## config.mk

```make
export PLATFORM = sky130hd
export DESIGN_NAME = mole_game_engine
export DESIGN_NICKNAME = d
export VERILOG_FILES = /design/src/rtl/mole_pkg.sv /design/src/rtl/mole_lfsr.sv /design/src/rtl/mole_game_engine.sv
export SDC_FILE = /design/constraint.sdc
export NUM_CORES = 1
export LEC_CHECK = 0
export ABC_AREA = 1
export ABC_CLOCK_PERIOD_IN_PS = 3600
export CAP_MARGIN = 30
export CORE_ASPECT_RATIO = 1.1
export CORE_UTILIZATION = 40
export DETAILED_ROUTE_END_ITERATION = 10
export GPL_TIMING_DRIVEN = 0
export PLACE_DENSITY = 0.63
export SLEW_MARGIN = 20
export SYNTH_ARGS = -nofsm -noshare
export SYNTH_HDL_FRONTEND = slang
export SYNTH_HIERARCHICAL = 1
export SYNTH_SLANG_ARGS = --single-unit
```

## constraint.sdc

```tcl
create_clock -name clk -period 3.6 [get_ports clk]
set_input_delay 0.36 -clock clk [delete_from_list [all_inputs] [get_ports clk]]
set_output_delay 0.36 -clock clk [all_outputs]
set_load 0.05 [all_outputs]
```

## src/rtl/mole_pkg.sv

```systemverilog
// Shared definitions for the whack-a-mole engine: game states, command bytes
// and the mole-placement LFSR constants.
package mole_pkg;

  typedef enum logic [1:0] {
    ST_IDLE  = 2'd0,
    ST_RUN   = 2'd1,
    ST_PAUSE = 2'd2,
    ST_OVER  = 2'd3
  } game_state_t;

  localparam logic [7:0] CMD_START  = 8'h53;  // 'S'
  localparam logic [7:0] CMD_PAUSE  = 8'h50;  // 'P'
  localparam logic [7:0] CMD_RETURN = 8'h52;  // 'R'
  localparam logic [7:0] CMD_HOLE0  = 8'h41;  // 'A'

  localparam logic [15:0] LFSR_SEED = 16'hACE1;
  // Galois right-shift mask for x^16 + x^14 + x^13 + x^11 + 1
  localparam logic [15:0] LFSR_TAPS = 16'hB400;

  function automatic logic [15:0] lfsr_next(input logic [15:0] cur);
    return {1'b0, cur[15:1]} ^ (cur[0] ? LFSR_TAPS : 16'h0000);
  endfunction

endpackage

```

## src/rtl/mole_lfsr.sv

```systemverilog
// Free-running 16-bit Galois LFSR used as the mole placement source.
module mole_lfsr
  import mole_pkg::*;
(
  input  logic        clk,
  input  logic        rst,
  output logic [15:0] value
);

  logic [15:0] lfsr_r;

  // LFSR state register, advances every cycle regardless of game state
  always_ff @(posedge clk) begin
    if (rst) begin
      lfsr_r <= LFSR_SEED;
    end else begin
      lfsr_r <= lfsr_next(lfsr_r);
    end
  end

  assign value = lfsr_r;

endmodule

```

## src/rtl/mole_game_engine.sv

```systemverilog
// Whack-a-mole game engine: command decode, game timer, mole spawn/lifetime
// and score bookkeeping. Every output is a register.
module mole_game_engine
  import mole_pkg::*;
#(
  parameter int CLK_FRE     = 50,
  parameter int HOLES       = 16,
  parameter int GAME_SEC    = 60,
  parameter int MOLE_FRAMES = 64,
  parameter int SCORE_W     = 8,
  parameter int TICK_CYCLES = CLK_FRE * 1_000_000
) (
  input  logic                     clk,
  input  logic                     rst,
  input  logic                     vs_in,
  input  logic [7:0]               rx_data,
  input  logic                     rx_data_en,
  input  logic [1:0]               level,
  output logic [1:0]               state,
  output logic [$clog2(HOLES)-1:0] mole_pos,
  output logic                     mole_valid,
  output logic [SCORE_W-1:0]       mole_score,
  output logic [SCORE_W-1:0]       miss_count,
  output logic [11:0]              left_time,
  output logic                     hit_pulse
);

  localparam int                 POS_W     = $clog2(HOLES);
  localparam logic [SCORE_W-1:0] SCORE_MAX = {SCORE_W{1'b1}};
  localparam logic [11:0]        GAME_TIME = 12'(GAME_SEC);
  localparam logic [31:0]        TICK_LAST = 32'(TICK_CYCLES - 1);
  localparam logic [7:0]         HOLE_LAST = 8'(CMD_HOLE0 + HOLES - 1);

  function automatic logic [SCORE_W-1:0] sat_add(input logic [SCORE_W-1:0] base,
                                                 input logic [1:0]         inc);
    logic [SCORE_W+1:0] sum;
    sum = {2'b00, base} + {{SCORE_W{1'b0}}, inc};
    if (sum > {2'b00, SCORE_MAX}) begin
      return SCORE_MAX;
    end else begin
      return sum[SCORE_W-1:0];
    end
  endfunction

  game_state_t        state_r, state_s;
  logic               mole_valid_r, mole_valid_s;
  logic [POS_W-1:0]   mole_pos_r, mole_pos_s;
  logic [SCORE_W-1:0] score_r, score_s;
  logic [SCORE_W-1:0] miss_r, miss_s;
  logic [11:0]        left_time_r, left_time_s;
  logic               hit_pulse_r, hit_pulse_s;
  logic [31:0]        tick_cnt_r, tick_cnt_s;
  logic [7:0]         life_cnt_r, life_cnt_s;
  logic [1:0]         level_r, level_s;
  logic               vs_d_r;
  logic               expire_s;

  logic [15:0]      lfsr_s;
  logic             lfsr_unused_s;
  logic             frame_s;
  logic             cmd_start_s, cmd_pause_s, cmd_return_s, cmd_hit_s, hit_ok_s;
  logic             tick_s, final_tick_s;
  logic [7:0]       life_last_s;
  logic [POS_W-1:0] spawn_pos_s;

  mole_lfsr u_lfsr (
    .clk   (clk),
    .rst   (rst),
    .value (lfsr_s)
  );

  assign lfsr_unused_s = ^lfsr_s;
  assign frame_s       = vs_in & ~vs_d_r;
  assign cmd_start_s   = rx_data_en & (rx_data == CMD_START);
  assign cmd_pause_s   = rx_data_en & (rx_data == CMD_PAUSE);
  assign cmd_return_s  = rx_data_en & (rx_data == CMD_RETURN);
  // With 16 holes 'P' would also name hole 15; the pause meaning wins
  assign cmd_hit_s     = rx_data_en & (rx_data >= CMD_HOLE0) & (rx_data <= HOLE_LAST)
                         & (rx_data != CMD_PAUSE);
  assign hit_ok_s      = cmd_hit_s & mole_valid_r
                         & (rx_data == (CMD_HOLE0 + 8'(mole_pos_r)));
  assign tick_s        = (state_r == ST_RUN) & (tick_cnt_r == TICK_LAST);
  assign final_tick_s  = tick_s & (left_time_r == 12'd1);
  assign life_last_s   = (8'(MOLE_FRAMES) >> level_r) - 8'd1;
  assign spawn_pos_s   = (lfsr_s[POS_W-1:0] == mole_pos_r) ? (mole_pos_r + POS_W'(1))
                                                          : lfsr_s[POS_W-1:0];

  // Next-state logic for the game FSM and all datapath registers
  always_comb begin
    state_s      = state_r;
    mole_valid_s = mole_valid_r;
    mole_pos_s   = mole_pos_r;
    score_s      = score_r;
    miss_s       = miss_r;
    left_time_s  = left_time_r;
    hit_pulse_s  = 1'b0;
    tick_cnt_s   = tick_cnt_r;
    life_cnt_s   = life_cnt_r;
    level_s      = level_r;
    expire_s     = 1'b0;

    case (state_r)
      ST_IDLE, ST_OVER: begin
        if (cmd_start_s) begin
          state_s      = ST_RUN;
          left_time_s  = GAME_TIME;
          score_s      = {SCORE_W{1'b0}};
          miss_s       = {SCORE_W{1'b0}};
          tick_cnt_s   = 32'd0;
          life_cnt_s   = 8'd0;
          level_s      = level;
          mole_valid_s = 1'b0;
        end else if (cmd_return_s) begin
          state_s      = ST_IDLE;
          mole_valid_s = 1'b0;
        end else begin
          state_s = state_r;
        end
      end

      ST_RUN: begin
        tick_cnt_s = tick_s ? 32'd0 : (tick_cnt_r + 32'd1);

        if (frame_s && !mole_valid_r) begin
          mole_valid_s = 1'b1;
          mole_pos_s   = spawn_pos_s;
          life_cnt_s   = 8'd0;
        end else if (frame_s && (life_cnt_r == life_last_s)) begin
          mole_valid_s = 1'b0;
          expire_s     = 1'b1;
        end else if (frame_s) begin
          life_cnt_s = life_cnt_r + 8'd1;
        end else begin
          life_cnt_s = life_cnt_r;
        end

        // A correct hit cancels a same-cycle expiry miss
        if (hit_ok_s) begin
          score_s      = sat_add(score_r, 2'd1);
          hit_pulse_s  = 1'b1;
          mole_valid_s = 1'b0;
          miss_s       = miss_r;
        end else begin
          miss_s = sat_add(miss_r, {1'b0, expire_s} + {1'b0, cmd_hit_s});
        end

        if (final_tick_s) begin
          left_time_s  = 12'd0;
          mole_valid_s = 1'b0;
        end else if (tick_s) begin
          left_time_s = left_time_r - 12'd1;
        end else begin
          left_time_s = left_time_r;
        end

        if (cmd_return_s) begin
          state_s      = ST_IDLE;
          mole_valid_s = 1'b0;
        end else if (final_tick_s) begin
          state_s = ST_OVER;
        end else if (cmd_pause_s) begin
          state_s = ST_PAUSE;
        end else begin
          state_s = ST_RUN;
        end
      end

      ST_PAUSE: begin
        if (cmd_return_s) begin
          state_s      = ST_IDLE;
          mole_valid_s = 1'b0;
        end else if (cmd_pause_s) begin
          state_s = ST_RUN;
        end else begin
          state_s = ST_PAUSE;
        end
      end

      default: begin
        state_s      = ST_IDLE;
        mole_valid_s = 1'b0;
      end
    endcase
  end

  // State and output registers
  always_ff @(posedge clk) begin
    if (rst) begin
      state_r      <= ST_IDLE;
      mole_valid_r <= 1'b0;
      mole_pos_r   <= {POS_W{1'b0}};
      score_r      <= {SCORE_W{1'b0}};
      miss_r       <= {SCORE_W{1'b0}};
      left_time_r  <= GAME_TIME;
      hit_pulse_r  <= 1'b0;
      tick_cnt_r   <= 32'd0;
      life_cnt_r   <= 8'd0;
      level_r      <= 2'd0;
      vs_d_r       <= 1'b0;
    end else begin
      state_r      <= state_s;
      mole_valid_r <= mole_valid_s;
      mole_pos_r   <= mole_pos_s;
      score_r      <= score_s;
      miss_r       <= miss_s;
      left_time_r  <= left_time_s;
      hit_pulse_r  <= hit_pulse_s;
      tick_cnt_r   <= tick_cnt_s;
      life_cnt_r   <= life_cnt_s;
      level_r      <= level_s;
      vs_d_r       <= vs_in;
    end
  end

  assign state      = state_r;
  assign mole_pos   = mole_pos_r;
  assign mole_valid = mole_valid_r;
  assign mole_score = score_r;
  assign miss_count = miss_r;
  assign left_time  = left_time_r;
  assign hit_pulse  = hit_pulse_r;

endmodule

```

==> impl_metrics.py <==
metrics = {
    "cts": {
        "cts_buffers": 9,
        "cts.clk_slew.worst_paths_ns": 0.07,
        "cts_tree": "built",
        "cts_setup_buffers": 0,
        "cts.sink_count": 95,
        "cts-hold-fix-buffers": 0,
        "clockBufferDepth": 2,
        "root_buffer": "clkbuf_16",
        "clk_latency_ns": 0.35,
        "htree_num_levels": 3,
        "cts_resized": 0,
    },
    "synth": {
        "syn_area_per_cell_sq_um": 6.58,
        "synthDistinctLibCells": 46,
        "synth-edff-count": 0,
        "synthCells": 833,
        "synth-seq-cells": 95,
        "yosys_most_used_dff": "dfxtp_1",
        "async_reset_ff_share_pct": 0,
        "synth_top_area_share_pct": 34.7,
        "yosys_warnings": 6,
        "netlist_area_sq_um": 5490,
        "synthesis.nets": 858,
        "ys_seq_area_share_pct": 34.7,
        "yosys.area.top_type": "dfxtp_1",
        "synth_area_leaders": "dfxtp_1 35%, nand2_1 14%, nor2_1 8.1%, inv_1 7.0%, a21oi_1 5.7%",
    },
    "grt": {
        "antenna_found_initial": 0,
        "first_global_vias": 4764,
        "overflow": 0,
        "grt_pass1_wl_mm": 22.7,
        "track_usage_pct": 20.0,
        "grt_max_degree": 17,
    },
    "cells_and_area": {
        "final_util_pct": 48.8,
        "drive_gt1_share_pct": 6.35,
        "finalNonFillerCells": 1082,
        "final_common_cell": "nand2_1",
        "n_antenna_cell": 0,
        "nets": 918,
        "syn_to_final_growth_pct": 18.1,
        "final_cell_mix": "206 x nand2_1, 118 x nor2_1, 103 x inv_1",
    },
    "sta": {
        "tightest_slew_ns": 0.652,
        "finalHoldViolations": 0,
        "timing.hold.ws_ns": 0.401,
        "drv_slew": 0,
        "fin_crit_sh_pct": 87.4,
        "skew_ns": 0.00666,
        "tns_ns": 0,
        "fmax_ghz": 0.318,
        "timing.final.crit_period_ns": 3.14,
        "slew_headroom_pct": 56.5,
        "finalSetupViolCount": 0,
        "grt_setup_unrepaired": "false",
    },
    "drt": {
        "wire_per_inst_microns": 12.3,
        "drtIter0Drc": 307,
        "via_count": 5242,
        "finalWirelength_mm": 13.3,
        "postRouteAntennaNets": 0,
        "dr.pass1.iters": 5,
        "post_drt_via_cell_ratio": 4.84,
        "drc": 0,
    },
    "pwr": {
        "ir_drop_uv": 187,
        "leakagePower_nw": 2.47,
        "p_per_area_nw_per_um2": 316,
    },
    "setup_path": {
        "cp-end-kind": "flip-flop",
        "critPathBufInv": 4,
        "cp_max_fo": 6,
        "cpMostUsedCell": "nand2_1",
        "cp_data_arrival_time_ns": 3.43,
        "critPathRequiredTime_ns": 3.88,
        "critPathKind": "in -> reg",
        "critPathTopFamily": "simple AND/OR/NAND/NOR gates",
        "worstPathCellList": "clkdlybuf4s50_1, inv_1, nor2_1, nand4_1, nor3_1, nand2_1, fa_1, inv_1, ha_1, nand2_1, inv_1, nand2_1, nor3b_1, nand3_1, o21ai_0, nand2_1, a21oi_1",
        "cp_slowest_cell": "clkdlybuf4s50_1",
        "worst-r2r-setup-slack_ns": 0.51,
        "cpPeakStageDelay_ns": 0.45,
        "startpoint_type": "input port",
    },
    "hold_path": {
        "hold_class": "reg -> reg",
    },
    "die": {
        "rows": 44,
        "die-area_sq_um": 14200,
        "die_w_microns": 114,
        "fp.dieH_microns": 125,
        "start_util_pct": 41.3,
        "core_sq_um": 13300,
        "io_pins": 50,
    },
    "placement": {
        "dp_cells": 1066,
        "io_buffers": 49,
        "place_congestion": 0.844,
        "hpwl_mm": 10.1,
    },
    "run_status": {
        "outcome": "complete, no violations",
    },
    "run": {
        "drv_cap": 0,
    },
}
-- worst register-to-register path, stage by stage, from the launching register on --
cell     delay [ns]
dfxtp_1        0.37
ha_1           0.18
nand2_1        0.07
inv_1          0.10
nand3_1        0.08
nor3_1         0.20
nand2_1        0.12
fa_1           0.40
inv_1          0.09
ha_1           0.16
nand2_1        0.06
inv_1          0.07
nand2_1        0.08
nor3b_1        0.39
nand3_1        0.29
o21ai_0        0.15
nand2_1        0.07
a21oi_1        0.14
-- cells by family (layout without fill, tap and decap cells) --
group | Yosys count | after routing | synth area share (%)
adders and majority gates | 11 | 11 | 2.65
xor gates and xnor gates | 28 | 28 | 4.47
AOI/OAI and AO/OA | 110 | 110 | 10.8
DFF | 95 | 95 | 34.7
buffers and inverters | 123 | 188 | 9.24
and+or+nand+nor | 466 | 466 | 38.2
-- per-stage QoR --
| stage | total power [mW] | setup slack [ns] | instance area (sq um) |
|---|---|---|---|
| final | 2.05 | 0.455 | 6480 |
| after global routing | 2.13 | 0.140 | 6480 |
| after CTS | 2.08 | 0.481 | 6480 |
| after detailed placement | 1.18 | 0.117 | 6210 |
| after global placement | 1.18 | 0.0755 | 6210 |
| after floorplan | 1.14 | 0.966 | 5490 |
-- synth_stat cells, types with 2 or more instances --
cell / n
inv_1: 103
a31oi_1: 3
nor2_1: 118
nor3b_1: 4
buf_6: 3
nand4_1: 16
xor2_1: 26
nor2_2: 3
nor2_4: 5
nand2_4: 3
nand2_2: 4
a21oi_1: 62
buf_2: 2
clkbuf_1: 6
nand3_2: 4
dfxtp_1: 95
ha_1: 10
inv_2: 5
nor4_1: 3
or2_2: 4
nand3b_1: 3
nand2_1: 206
or2_1: 5
o21ai_0: 33
o211ai_1: 3
xnor2_1: 2
o21ai_1: 2
nand3_1: 62
nor3_1: 21
-- layer usage --
| metal | global-route usage [%] | up-vias | wire length (microns) |
|---|---|---|---|
| met4 | 8.75 | 0 | 295 |
| li1 | - | 2787 | - |
| met3 | 2.63 | 18 | 437 |
| met5 | 0 | - | 0 |
| met2 | 30.1 | 94 | 5720 |
| met1 | 28.3 | 2343 | 6830 |
-- registers in the layout (all words and copies together), names as in the netlist --
signal / count
hit_pulse: 1
left_time: 12
level_r: 2
life_cnt_r: 8
miss_count: 8
mole_pos: 4
mole_score: 8
mole_valid: 1
state: 2
tick_cnt_r: 32
u_lfsr/value: 16
vs_d_r: 1
-- where the power goes --
group          leakage (nW)  internal, mW  switching (mW)  total, mW
sequential            0.770          1.06         0.00608       1.07
combinational          1.56        0.0326          0.0531     0.0857
clock                 0.140         0.471           0.424      0.895
total                  2.47          1.57           0.483       2.05
-- area by class of cell --
class	count	area, sq um
clock inverters	7	46.3
fillers	1367	6790
inverters	110	418
plain buffers	13	88.8
repair buffers	49	490
clock buffers	9	225
flip-flops and latches	95	1900
well taps	184	230
multi-input cells	615	3080
-- worst paths after layout --
| path | start | to | cells after the start |
|---|---|---|---|
| worst max-delay path | vs_in | miss_count[2]$_SDFFE_PP0P_ | 17 |
| worst min-delay path | u_lfsr/value[6]$_SDFF_PP1_ | u_lfsr/value[5]$_SDFF_PP1_ | 1 |
| worst max register to register | life_cnt_r[0]$_SDFFE_PP0P_ | miss_count[2]$_SDFFE_PP0P_ | 17 |
| worst min register to register | u_lfsr/value[6]$_SDFF_PP1_ | u_lfsr/value[5]$_SDFF_PP1_ | 1 |
Power figures use the tool's default switching activity.
